--- src/rtl/axi_rd_pkg.sv ---
// Shared types and constants for the block-ring read scheduler and the read engine.
package axi_rd_pkg;

   localparam int DEF_BLOCK_BYTES = 4096;
   localparam int DEF_NUM_BLOCKS  = 16;

   typedef enum logic [1:0] {
      IDLE  = 2'd0,
      START = 2'd1,
      WAIT  = 2'd2,
      DONE  = 2'd3
   } rd_state_e;

   // Ceiling log2; returns 0 for v <= 1.
   function automatic int clogb2(input int v);
      int r;
      r = 0;
      while ((1 << r) < v) r++;
      return r;
   endfunction

endpackage

--- src/rtl/blk_occ_cnt.sv ---
// Saturating up/down block occupancy counter; flags a dropped increment when full.
module blk_occ_cnt
   import axi_rd_pkg::*;
#(
   parameter int MAX_CNT = DEF_NUM_BLOCKS,
   parameter int CNT_W   = clogb2(MAX_CNT + 1)
) (
   input  logic             i_clk,
   input  logic             i_rst_n,
   input  logic             i_inc,
   input  logic             i_dec,
   output logic [CNT_W-1:0] o_level,
   output logic             o_ovf
);

   logic [CNT_W-1:0] r_level;
   logic             w_full;
   logic             w_empty;

   assign w_full  = (r_level == CNT_W'(MAX_CNT));
   assign w_empty = (r_level == '0);

   // Simultaneous inc and dec cancel, so a full ring never overflows on that cycle.
   always_ff @(posedge i_clk or negedge i_rst_n) begin
      if (!i_rst_n) begin
         r_level <= '0;
      end else begin
         case ({i_inc, i_dec})
            2'b10:   if (!w_full)  r_level <= r_level + CNT_W'(1);
            2'b01:   if (!w_empty) r_level <= r_level - CNT_W'(1);
            default: r_level <= r_level;
         endcase
      end
   end

   assign o_level = r_level;
   assign o_ovf   = i_inc & ~i_dec & w_full;

endmodule

--- src/rtl/axi_rd_sched.sv ---
// Read-side ring scheduler: issues one start+address per written block to the read engine.
module axi_rd_sched
   import axi_rd_pkg::*;
#(
   parameter int                    ADDR_WIDTH     = 32,
   parameter logic [ADDR_WIDTH-1:0] BASE_ADDR      = '0,
   parameter int                    BLOCK_BYTES    = DEF_BLOCK_BYTES,
   parameter int                    NUM_BLOCKS     = DEF_NUM_BLOCKS,
   parameter int                    TIMEOUT_CYCLES = 4096
) (
   input  logic                               M_RD_aclk,
   input  logic                               M_RD_aresetn,
   input  logic                               i_enable,
   input  logic                               i_wr_done,
   input  logic                               i_rd_done,
   input  logic                               i_clr_err,
   output logic                               o_rd_start,
   output logic [ADDR_WIDTH-1:0]              o_rd_addr,
   output logic [clogb2(NUM_BLOCKS+1)-1:0]    o_level,
   output logic                               o_busy,
   output logic                               o_overflow,
   output logic                               o_timeout
);

   localparam int LVL_W  = clogb2(NUM_BLOCKS + 1);
   localparam int IDX_W  = clogb2(NUM_BLOCKS);
   localparam int WD_W   = clogb2(TIMEOUT_CYCLES);
   localparam int BLK_SH = clogb2(BLOCK_BYTES);

   rd_state_e             r_state;
   logic                  r_rd_start;
   logic                  r_busy;
   logic                  r_overflow;
   logic                  r_timeout;
   logic [ADDR_WIDTH-1:0] r_rd_addr;
   logic [IDX_W-1:0]      r_rd_idx;
   logic [WD_W-1:0]       r_wdog;

   logic [LVL_W-1:0]      w_level;
   logic                  w_ovf;
   logic                  w_dec;
   logic                  w_to_set;
   logic [ADDR_WIDTH-1:0] w_blk_addr;

   assign w_dec      = (r_state == DONE);
   assign w_blk_addr = BASE_ADDR + (ADDR_WIDTH'(r_rd_idx) << BLK_SH);
   // Fires on the edge that brings the watchdog to its limit, so the flag shows in that cycle.
   assign w_to_set   = (r_state == WAIT) && !i_rd_done &&
                       (r_wdog == WD_W'(TIMEOUT_CYCLES - 2));

   blk_occ_cnt #(
      .MAX_CNT (NUM_BLOCKS),
      .CNT_W   (LVL_W)
   ) u_occ (
      .i_clk   (M_RD_aclk),
      .i_rst_n (M_RD_aresetn),
      .i_inc   (i_wr_done),
      .i_dec   (w_dec),
      .o_level (w_level),
      .o_ovf   (w_ovf)
   );

   always_ff @(posedge M_RD_aclk or negedge M_RD_aresetn) begin
      if (!M_RD_aresetn) begin
         r_state    <= IDLE;
         r_rd_start <= 1'b0;
         r_busy     <= 1'b0;
         r_rd_addr  <= BASE_ADDR;
         r_rd_idx   <= '0;
         r_wdog     <= '0;
      end else begin
         case (r_state)
            IDLE: begin
               if (i_enable && (w_level != '0)) begin
                  r_state    <= START;
                  r_rd_start <= 1'b1;
                  r_busy     <= 1'b1;
                  r_rd_addr  <= w_blk_addr;
               end
            end
            START: begin
               r_state    <= WAIT;
               r_rd_start <= 1'b0;
               r_wdog     <= '0;
            end
            WAIT: begin
               if (i_rd_done)
                  r_state <= DONE;
               else if (r_wdog != WD_W'(TIMEOUT_CYCLES - 1))
                  r_wdog <= r_wdog + WD_W'(1);
            end
            DONE: begin
               r_state  <= IDLE;
               r_busy   <= 1'b0;
               r_rd_idx <= (r_rd_idx == IDX_W'(NUM_BLOCKS - 1)) ? '0 : r_rd_idx + IDX_W'(1);
            end
            default: r_state <= IDLE;
         endcase
      end
   end

   // Sticky flags: a same-cycle set event beats the clear.
   always_ff @(posedge M_RD_aclk or negedge M_RD_aresetn) begin
      if (!M_RD_aresetn) begin
         r_overflow <= 1'b0;
         r_timeout  <= 1'b0;
      end else begin
         r_overflow <= w_ovf    | (r_overflow & ~i_clr_err);
         r_timeout  <= w_to_set | (r_timeout  & ~i_clr_err);
      end
   end

   assign o_rd_start = r_rd_start;
   assign o_rd_addr  = r_rd_addr;
   assign o_level    = w_level;
   assign o_busy     = r_busy;
   assign o_overflow = r_overflow;
   assign o_timeout  = r_timeout;

endmodule

--- config.mk ---
export PLATFORM = sky130hd
export DESIGN_NAME = axi_rd_sched
export DESIGN_NICKNAME = d
export VERILOG_FILES = /design/src/rtl/axi_rd_pkg.sv /design/src/rtl/blk_occ_cnt.sv /design/src/rtl/axi_rd_sched.sv
export SDC_FILE = /design/constraint.sdc
export NUM_CORES = 1
export LEC_CHECK = 0
export ABC_AREA = 1
export CAP_MARGIN = 0
export CORE_MARGIN = 3
export CORE_UTILIZATION = 52
export CTS_BUF_LIST = sky130_fd_sc_hd__clkbuf_8
export DETAILED_ROUTE_END_ITERATION = 12
export PLACE_DENSITY = 0.93
export SLEW_MARGIN = 20
export SYNTH_ARGS = -nofsm -noshare
export SYNTH_HDL_FRONTEND = slang
export SYNTH_SLANG_ARGS = --single-unit
--- constraint.sdc ---
create_clock -name M_RD_aclk -period 2.15 [get_ports M_RD_aclk]
set_input_delay 0.215 -clock M_RD_aclk [delete_from_list [all_inputs] [get_ports M_RD_aclk]]
set_output_delay 0.215 -clock M_RD_aclk [all_outputs]
set_load 0.005 [all_outputs]
== Yosys cells after proc, flatten, opt, wreduce, memory -nomap -nowiden ==
Index checks and enable logic that the tools add are counted.

* Bits in registers: 31
* Latch bits: 0
* Bits in writable memories: 0
* Memory bits (read-only): 0
* Bits of input ports: 6
* Output and inout bits: 41
* Logic and storage cells: 66
* Memories kept: 0

* $add $sub $neg: 4
* Multipliers: 0
* Divide/modulo/power cells: 0
* $lt $le $gt $ge: 0
* Equality and inequality tests: 15
* Shift operators: 0
* Multiplexer cells: 13
* Bitwise logic cells: 8
* Reduce and logical (&&, ||, !) cells: 17

{| class="wikitable"
|+ Operators by type and width
! cell !! number
|-
| $mux 12 || 2
|-
| $pmux 12 s2 || 1
|-
| $add 12x1->12 const B || 1
|-
| $eq 12x12->1 const B || 1
|-
| $ne 12x12->1 const B || 1
|-
| $mux 5 || 2
|-
| $ne 2x2->1 const B || 5
|-
| $pmux 5 s2 || 1
|-
| $pmux 2 s4 || 1
|-
| $reduce_and 2->1 || 4
|-
| $reduce_bool 2->1 || 4
|-
| $eq 2x2->1 const B || 3
|-
| $reduce_and 3->1 || 2
|-
| $add 5x1->5 const B || 1
|-
| $eq 5x5->1 const B || 1
|-
| $logic_not 5->1 || 1
|-
| $reduce_bool 5->1 || 1
|-
| $sub 5x1->5 const B || 1
|-
| $add 4x1->4 const B || 1
|-
| $and 1x1->1 || 4
|-
| $eq 2x1->1 const B || 2
|-
| $eq 4x4->1 const B || 1
|-
| $mux 2 || 2
|-
| $mux 4 || 1
|-
| 8 further kinds || 13
|}

== Longest topological paths before layout ==
Gate-level depths: netlist of run 1.

* Word-level depth: 5
* Depth in mapped cells: 11
* Mapped depth without buffers: 11

== Cells and area by module ==
Synthesis of run 1 repeated with hierarchy kept, for this count alone.

* Cell total of the unflattened synthesis: 269
* Area total of the unflattened synthesis: 2,082.0 um^2

{| class="wikitable"
|+ By module, submodules not included
! module !! instances !! cells an instance !! area an instance (um^2) !! sequential area each (um^2)
|-
| axi_rd_sched || 1 || 209 || 1,682.9 || 650.6
|-
| blk_occ_cnt || 1 || 60 || 399.1 || 125.1
|}

== Worst setup path after synthesis of run 1 ==
Ideal clock, no wire load.

* Path type: register -> register
* Start point: register r_state[1]
* End point: register u_occ.r_level[4], in the netlist u_occ.o_level[4]
* Setup time: 117 ps
* Arrival time: 1,723 ps
* Data required time: 2,033 ps
* Setup slack: 309 ps
* Cell stages (with the launch flop): 12
* Path buffers: 0
* Clock period less this slack: 1,841 ps
* Cells stage by stage: dfrtp_1 -> ha_1 -> ha_1 -> xor2_1 -> ha_1 -> inv_1 -> nand2_1 -> nand3_1 -> nand2_1 -> nand2_1 -> nand3_1 -> nand2_1

* Word-level cells in the longest chain between the ends: 4
* Elaborated cells on any way between the ends: 8
* Those cells by class: eq/ne: 5; mux: 1; reduce/logical: 2

{| class="wikitable"
|+ RTL lines
! what !! RTL line !! RTL
|-
| start: declaration || axi_rd_sched.sv:30 || <nowiki>rd_state_e r_state;</nowiki>
|-
| start signal: assignment || axi_rd_sched.sv:65 || <nowiki>r_state <= IDLE;</nowiki>
|-
| start signal: assignment || axi_rd_sched.sv:75 || <nowiki>r_state <= START;</nowiki>
|-
| start signal: assignment || axi_rd_sched.sv:82 || <nowiki>r_state <= WAIT;</nowiki>
|-
| $eq 2x2->1 (*) || axi_rd_sched.sv:45 || <nowiki>assign w_dec = (r_state == DONE);</nowiki>
|-
| $eq 2x1->1 / $eq 2x2->1 (equally long branches) || blk_occ_cnt.sv:28 || <nowiki>case ({i_inc, i_dec})</nowiki>
|-
| $ne 2x2->1 (no line) / $reduce_bool 2->1 (equally long branches) || n/a ||
|-
| $reduce_and 3->1 (no line) || n/a ||
|-
| end signal: assignment || blk_occ_cnt.sv:29 || <nowiki>2'b10: if (!w_full) r_level <= r_level + CNT_W'(1);</nowiki>
|-
| end signal: assignment || blk_occ_cnt.sv:30 || <nowiki>2'b01: if (!w_empty) r_level <= r_level - CNT_W'(1);</nowiki>
|-
| end signal: assignment || blk_occ_cnt.sv:31 || <nowiki>default: r_level <= r_level;</nowiki>
|-
| end: declaration || blk_occ_cnt.sv:16 || <nowiki>logic [CNT_W-1:0] r_level;</nowiki>
|}

Every way passes the cells marked *; elsewhere a longest branch is shown, timed or not.
A chain may end at the register's enable or synchronous reset.

== Worst setup path in the final report of run 1 ==
* Start point: register r_state[0]
* End point: register u_occ.r_level[4], in the netlist u_occ.o_level[4]

The elaborated chain is that of the path after synthesis.

==> summary.md, run 1 <==
| Metric | Value |
|---|---|
| Combinational family with the most area after synthesis | `simple AND/OR/NAND/NOR gates` |
| CP arrival | `2040 ps` |
| Synth Area in Simple Gates | `24.7%` |
| Final min period | `1860 ps` |
| Area grow syn2layout | `11.0%` |
| CTS tree | `done` |
| Ranking of synthesized cells by area | `dfrtp_1 (38%), nand2_1 (12%), buf_4 (10%), ha_1 (7.4%), inv_1 (5.7%)` |
| Maximum VDD drop | `0.480 mV` |
| Die W | `68.4 um` |
| RSZ-0062 raised after global routing | `no` |
| H-tree Lvls | `2` |
| Final setup fails | `0` |
| Hold_buf cts | `0` |
| Flop2flop setup slack | `290 ps` |
| Drt first pass iters | `4` |
| Post-DRT Antenna Nets | `0` |
| Slowest cell on crit path | `dfrtp_1` |
| Final max-slew violation count | `0` |
| Syn avg cell area | `7.94 um^2` |
| Maxcap violations | `0` |
| Final Core Density | `60.5%` |
| Final setup skew | `11.5 ps` |
| Post-Synth XOR/XNOR Area | `4.33%` |
| Power Total | `2460 uW` |
| Worst slew margin | `63.6%` |
| Worst-path cell chain | `ha_1 > ha_1 > xor2_1 > ha_1 > inv_1 > nand2_1 > nand3_1 > nand2_1 > nand2_1 > nand3_1 > nand2_1` |
| Hold/Removal Path Class | `in2async` |
| Ant. Diodes | `0` |
| Fin area | `0.00225 mm^2` |
| CTS Buf Count | `5` |
| Gpl congestion | `0.841` |
| Clock transition at path regs | `70 ps` |
| Clock sinks | `31` |
| Most frequent cell after synthesis | `nand2_1` |
| Antenna violations before repair | `0` |
| Leak Pwr | `0.00112 uW` |
| Outcome | `finished, final reports clean` |
| Die height | `68.4 um` |
| PwrDens | `1090 mW/mm^2` |
| Post-synthesis sequential area ratio | `38.3%` |
| Crit end category | `register` |
| Adder-Cell Fraction of Synth Area | `7.42%` |
| Final period utilization | `86.3%` |
| Iter 0 DRT Violations | `107` |
| F_max | `0.539 GHz` |
| Number of placed I/O pins | `47` |
| Crit path largest cell delay | `410 ps` |
| Synth top area share | `38.3%` |
| GRT Util Overall | `17.6%` |
| HPWL Detailed | `2880 um` |
| Setup Crit Path Kind | `reg2reg` |
| Mux contribution to synthesized area | `0%` |
| Initial Util | `54.5%` |
| Yosys top cell by area | `dfrtp_1` |
| Synthesis warning total | `0` |
| CP max FO | `6` |
| Row Count | `22` |
| Total Neg Setup Slack | `0 ps` |
| Post-CTS setup buffers | `0` |
| Post-synth ARST share | `100%` |
| DR vias | `1600` |
| Most frequent CP cell | `nand2_1` |
| Post-CTS sizing | `0` |
| Commonest cells post-synth | `nand2_1 (64), dfrtp_1 (31), inv_1 (31)` |
| First-pass GRT wire length | `6070 um` |
| Most used DFF post-synth | `dfrtp_1` |
| WL final | `3670 um` |
| Post-synth EDFFs | `0` |
| Root Driver | `clkbuf_8` |
| Core Region | `0.00372 mm^2` |
| Nets | `298` |
| Crit-path leading delay family | `adder cells` |
| Placed inst area | `0.00216 mm^2` |
| Worst path buffer plus inverter count | `1` |
| Final hold violations | `0` |
| Seq cells post-synth | `31` |
| Number of I/O port buffers | `18` |
| Final Hold Slack | `315 ps` |
| Worst-Margin Slew | `542 ps` |
| Die area | `0.00468 mm^2` |
| Syn Inst Count | `255` |
| Startpoint types | `register` |
| Synthesized area | `0.00202 mm^2` |
| DRC | `0` |
| Fraction of layout cells with a size suffix above 1 | `8.21%` |
| Critical Path RT | `2330 ps` |
| Pin count of the biggest net entering global routing | `32` |
| Longest Clk Path Bufs | `2` |
| Vias in the first global route | `1460` |
| Synth cell types | `27` |
| Post-DR wirelength/cell | `11.2 um` |
| Synth Area in Compound Gates | `8.34%` |
| Worst-Skew Late Latency | `280 ps` |
| GR Overflow Total | `0` |
| Avg Vias per Cell | `4.88` |
## cell type report
cell class	count	area [um^2]
fillers	332	1470
multi-input cells	191	1010
flip-flops and latches	31	776
repair buffers	20	195
inverters	31	116
clock buffers	6	82.6
well taps	48	60.1
clock inverters	1	5.00
## kinds of logic (layout without fill, tap and decap cells)
group / Yosys count / after routing
compound gates: 28 / 28
xor+xnor: 10 / 10
fa+ha+maj: 12 / 12
buf+inv: 60 / 58
flops: 31 / 31
other cells: 1 / 28
simple gates: 113 / 113
## stage by stage
stage	worst slack (ps)	std cells
6_report	295	328
5_1_grt	111	328
3_3_place_gp	218	321
4_1_cts	284	328
2_1_floorplan	309	282
3_5_place_dp	114	321
## final timing paths
kind                                    start                to  cells past startpoint
min in group M_RD_aclk          o_rd_addr[12]     o_rd_addr[12]                      2
max in group asynchronous        M_RD_aresetn  u_occ.o_level[1]                      2
worst min-delay path             M_RD_aresetn        o_overflow                      2
worst max register to register     r_state[0]  u_occ.o_level[4]                     11
worst min register to register  o_rd_addr[12]     o_rd_addr[12]                      2
worst max-delay path               r_state[0]  u_occ.o_level[4]                     11
## cells in the final DEF (no fill, tap or decap), types with 2 or more instances in the layout
cell type / synthesis / final
nand3_1: 15 / 15
nand2_2: 6 / 6
nand3b_1: 3 / 3
a22oi_1: 2 / 2
nor3_1: 2 / 2
conb_1: 1 / 28
nor2_2: 2 / 2
dfrtp_1: 31 / 31
clkdlybuf4s50_1: 0 / 18
xor2_1: 9 / 9
inv_1: 31 / 31
clkbuf_8: 0 / 6
o21ai_1: 3 / 3
nand2_1: 64 / 64
nand4_1: 4 / 4
nor2_1: 15 / 15
buf_4: 28 / 2
o21ai_0: 15 / 15
ha_1: 12 / 12
o21ai_2: 3 / 3
## registers in the layout, indices dropped and copies added, names as in the netlist
signal / flops
u_occ.o_level: 5
r_rd_idx: 4
r_state: 2
r_wdog: 12
o_busy: 1
o_overflow: 1
o_rd_addr: 4
o_timeout: 1
o_rd_start: 1
## routing by layer
metal / up-vias / track usage, % / part of all wire (%)
met1: 720 / 20.7 / 41
met2: 71 / 28.6 / 49
met3: 11 / 4.27 / 6.9
met5: - / 0 / 0
met4: 0 / 11.2 / 2.6
li1: 798 / - / -
## report_power, final
part / switching (uW) / internal (uW) / total (uW)
clock: 202 / 250 / 452
combinational: 604 / 469 / 1070
sequential: 178 / 756 / 934
Note: power is estimated with default switching activity, not from simulation.
==> run 2: changes to the inputs <==
--- a/config.mk
+++ b/config.mk
@@ -12,6 +12,7 @@
 export CTS_BUF_LIST = sky130_fd_sc_hd__clkbuf_8
 export DETAILED_ROUTE_END_ITERATION = 12
 export PLACE_DENSITY = 0.93
+export REMOVE_ABC_BUFFERS = 1
 export SLEW_MARGIN = 20
 export SYNTH_ARGS = -nofsm -noshare
 export SYNTH_HDL_FRONTEND = slang
==> summary.md, run 2 (same netlist as run 1, synthesis figures left out) <==
| Metric | Value |
|---|---|
| Outcome | `finished, final reports clean` |
| Avg Vias per Cell | `4.99 (+2.3%)` |
| Post-CTS setup buffers | `0 (unchanged)` |
| Worst R2R Path Depth | `10 (-1)` |
| H-tree Lvls | `2 (unchanged)` |
| Final max-slew violation count | `0 (unchanged)` |
| Hold_buf cts | `0 (unchanged)` |
| Clock sinks | `31 (unchanged)` |
| CTS Buf Count | `5 (unchanged)` |
| Gpl congestion | `0.852 (+1.4%)` |
| Longest Clk Path Bufs | `2 (unchanged)` |
| CP max FO | `6 (unchanged)` |
| Vias in the first global route | `1547 (+6.0%)` |
| Maximum VDD drop | `0.716 mV (+49%)` |
| Core Region | `0.00372 mm^2 (unchanged)` |
| Final hold violations | `0 (unchanged)` |
| Initial Util | `54.5% (unchanged)` |
| Die W | `68.4 um (unchanged)` |
| Pint | `1600 uW (+8.4%)` |
| Fraction of layout cells with a size suffix above 1 | `8.54% (+0.33 points)` |
| F_max | `0.541 GHz (+0.31%)` |
| GR Overflow Total | `0 (unchanged)` |
| Post-DR wirelength/cell | `11.7 um (+4.9%)` |
| DRC | `0 (unchanged)` |
| Fin area | `0.00228 mm^2 (+1.3%)` |
| Worst slew margin | `60.9% (-2.7 points)` |
| Iter 0 DRT Violations | `130 (+21%)` |
| Drt first pass iters | `4 (unchanged)` |
| Crit. path cell count | `10 (-1)` |
| Sequential share of power | `35.8% (-2.2 points)` |
| Clk pwr share | `22.8% (+4.4 points)` |
| Row Count | `22 (unchanged)` |
| Final Hold Slack | `329 ps (+13.9 ps)` |
| Area grow syn2layout | `12.5%` |
| WL final | `3860 um (+5.2%)` |
| FF-to-FF End | `u_occ.o_level[4]` |
| Pin count of the biggest net entering global routing | `32 (unchanged)` |
| Slowest cell on crit path | `dfrtp_1` |
| Final period utilization | `86.0% (-0.27 points)` |
| Most common cell after layout, fill and taps aside | `nand2_1` |
| Worst-Margin Slew | `582 ps (+40.2 ps)` |
| Crit-path leading delay family | `adder cells` |
| Die area | `0.00468 mm^2 (unchanged)` |
| Most frequent cells in the layout | `nand2_1 (64), inv_1 (31), dfrtp_1 (31)` |
| Maxcap violations | `0 (unchanged)` |
| Ant. Diodes | `0 (unchanged)` |
| Total Neg Setup Slack | `0 ps (unchanged)` |
| CTS tree | `done` |
| Final min period | `1850 ps (-5.73 ps)` |
| CP arrival | `2030 ps (about the same)` |
| Pre-CTS WS | `152 ps (+37.3 ps)` |
| Worst path buffer plus inverter count | `2 (+1)` |
| Final setup skew | `7.35 ps (-4.12 ps)` |
| PwrDens | `1140 mW/mm^2 (+4.3%)` |
| Largest Register | `r_wdog` |
| DR vias | `1641 (+2.6%)` |
| Clock transition at path regs | `70 ps (about the same)` |
| Crit end category | `register` |
| Crit path largest cell delay | `400 ps (about the same)` |
| Root Driver | `clkbuf_8` |
| GRT Util Overall | `18.7% (+1.1 points)` |
| Flop2flop setup slack | `300 ps (about the same)` |
| Worst-Skew Late Latency | `280 ps (about the same)` |
| Number of placed I/O pins | `47 (unchanged)` |
| Placed inst area | `0.00216 mm^2 (unchanged)` |
| Post-DRT Antenna Nets | `0 (unchanged)` |
| Switching power | `1000 uW (+1.7%)` |
| Antenna violations before repair | `0 (unchanged)` |
| HPWL Detailed | `2950 um (+2.6%)` |
| RSZ-0062 raised after global routing | `no` |
| Die height | `68.4 um (unchanged)` |
| Final Core Density | `61.3% (+0.81 points)` |
| Hold/Removal Path Class | `in2async` |
| PnR worst setup slack | `300 ps (+5.73 ps)` |
| Number of I/O port buffers | `18 (unchanged)` |
| Setup Crit Path Kind | `reg2reg` |
| Leak Pwr | `0.00114 uW (+1.3%)` |
| Worst-path cell chain | `ha_1 > ha_1 > ha_1 > inv_1 > o21bai_1 > inv_1 > nand2_1 > nand2_1 > nand3_1 > nand2_1` |
| Post-CTS sizing | `0 (unchanged)` |
| Nets | `298 (unchanged)` |
| First-pass GRT wire length | `6570 um (+8.2%)` |
| Critical Path RT | `2330 ps (about the same)` |
| Sw Share | `38.5% (-1.5 points)` |
| Final setup fails | `0 (unchanged)` |
| Combinational Power Share | `41.4% (-2.2 points)` |
| Max FFs per register | `12 (unchanged)` |
| R2r startpoint | `r_state[0]` |
| Startpoint types | `register` |
-- run 2: cell type report --
type                            count  area, um^2
Tap cell                           48        60.1
Multi-Input combinational cell    191        1010
Inverter                           31         116
Clock buffer                        6        82.6
Clock inverter                      2        35.0
Timing Repair Buffer               20         195
Fill cell                         319        1440
Sequential cell                    31         776
-- run 2: power by group through the flow --
stage                     Clock [uW]  Sequential, uW  Combinational [uW]
after floorplan                    0             905                 681
after global placement             0             923                1020
after detailed placement           0             938                1070
after CTS                        610             929                1080
after global routing             635             954                1260
final                            592             931                1080
-- run 2: metrics by stage --
step	power, uW	cells
finish	2600	329
global route	2850	329
CTS	2620	329
detailed placement	2010	321
global placement	1950	321
floorplan	1590	253
-- run 2: metal layers --
metal	routed length [um]	vias to the layer above	global-route usage (%)
li1	-	801	-
met2	1980	48	32.4
met3	201	2	4.27
met4	27	0	6.95
met5	0	-	0
met1	1650	790	22.3
-- run 2: worst reg2reg max path, stage by stage (launching register included) --
cell and delay (ps):
dfrtp_1 400, ha_1 230, ha_1 270, ha_1 350, inv_1 60, o21bai_1 140
inv_1 70, nand2_1 60, nand2_1 50, nand3_1 80, nand2_1 40
-- run 2: how the worst max path moves through the flow --
stage | endpoint | slack (ps) | start
after floorplan | u_occ.o_level[4] | 310 | r_state[1]
after global placement | u_occ.o_level[4] | 210 | i_wr_done
after detailed placement | u_occ.o_level[4] | 150 | i_wr_done
after CTS | u_occ.o_level[4] | 290 | r_state[0]
after global routing | u_occ.o_level[4] | 160 | r_state[0]
final | u_occ.o_level[4] | 300 | r_state[0]
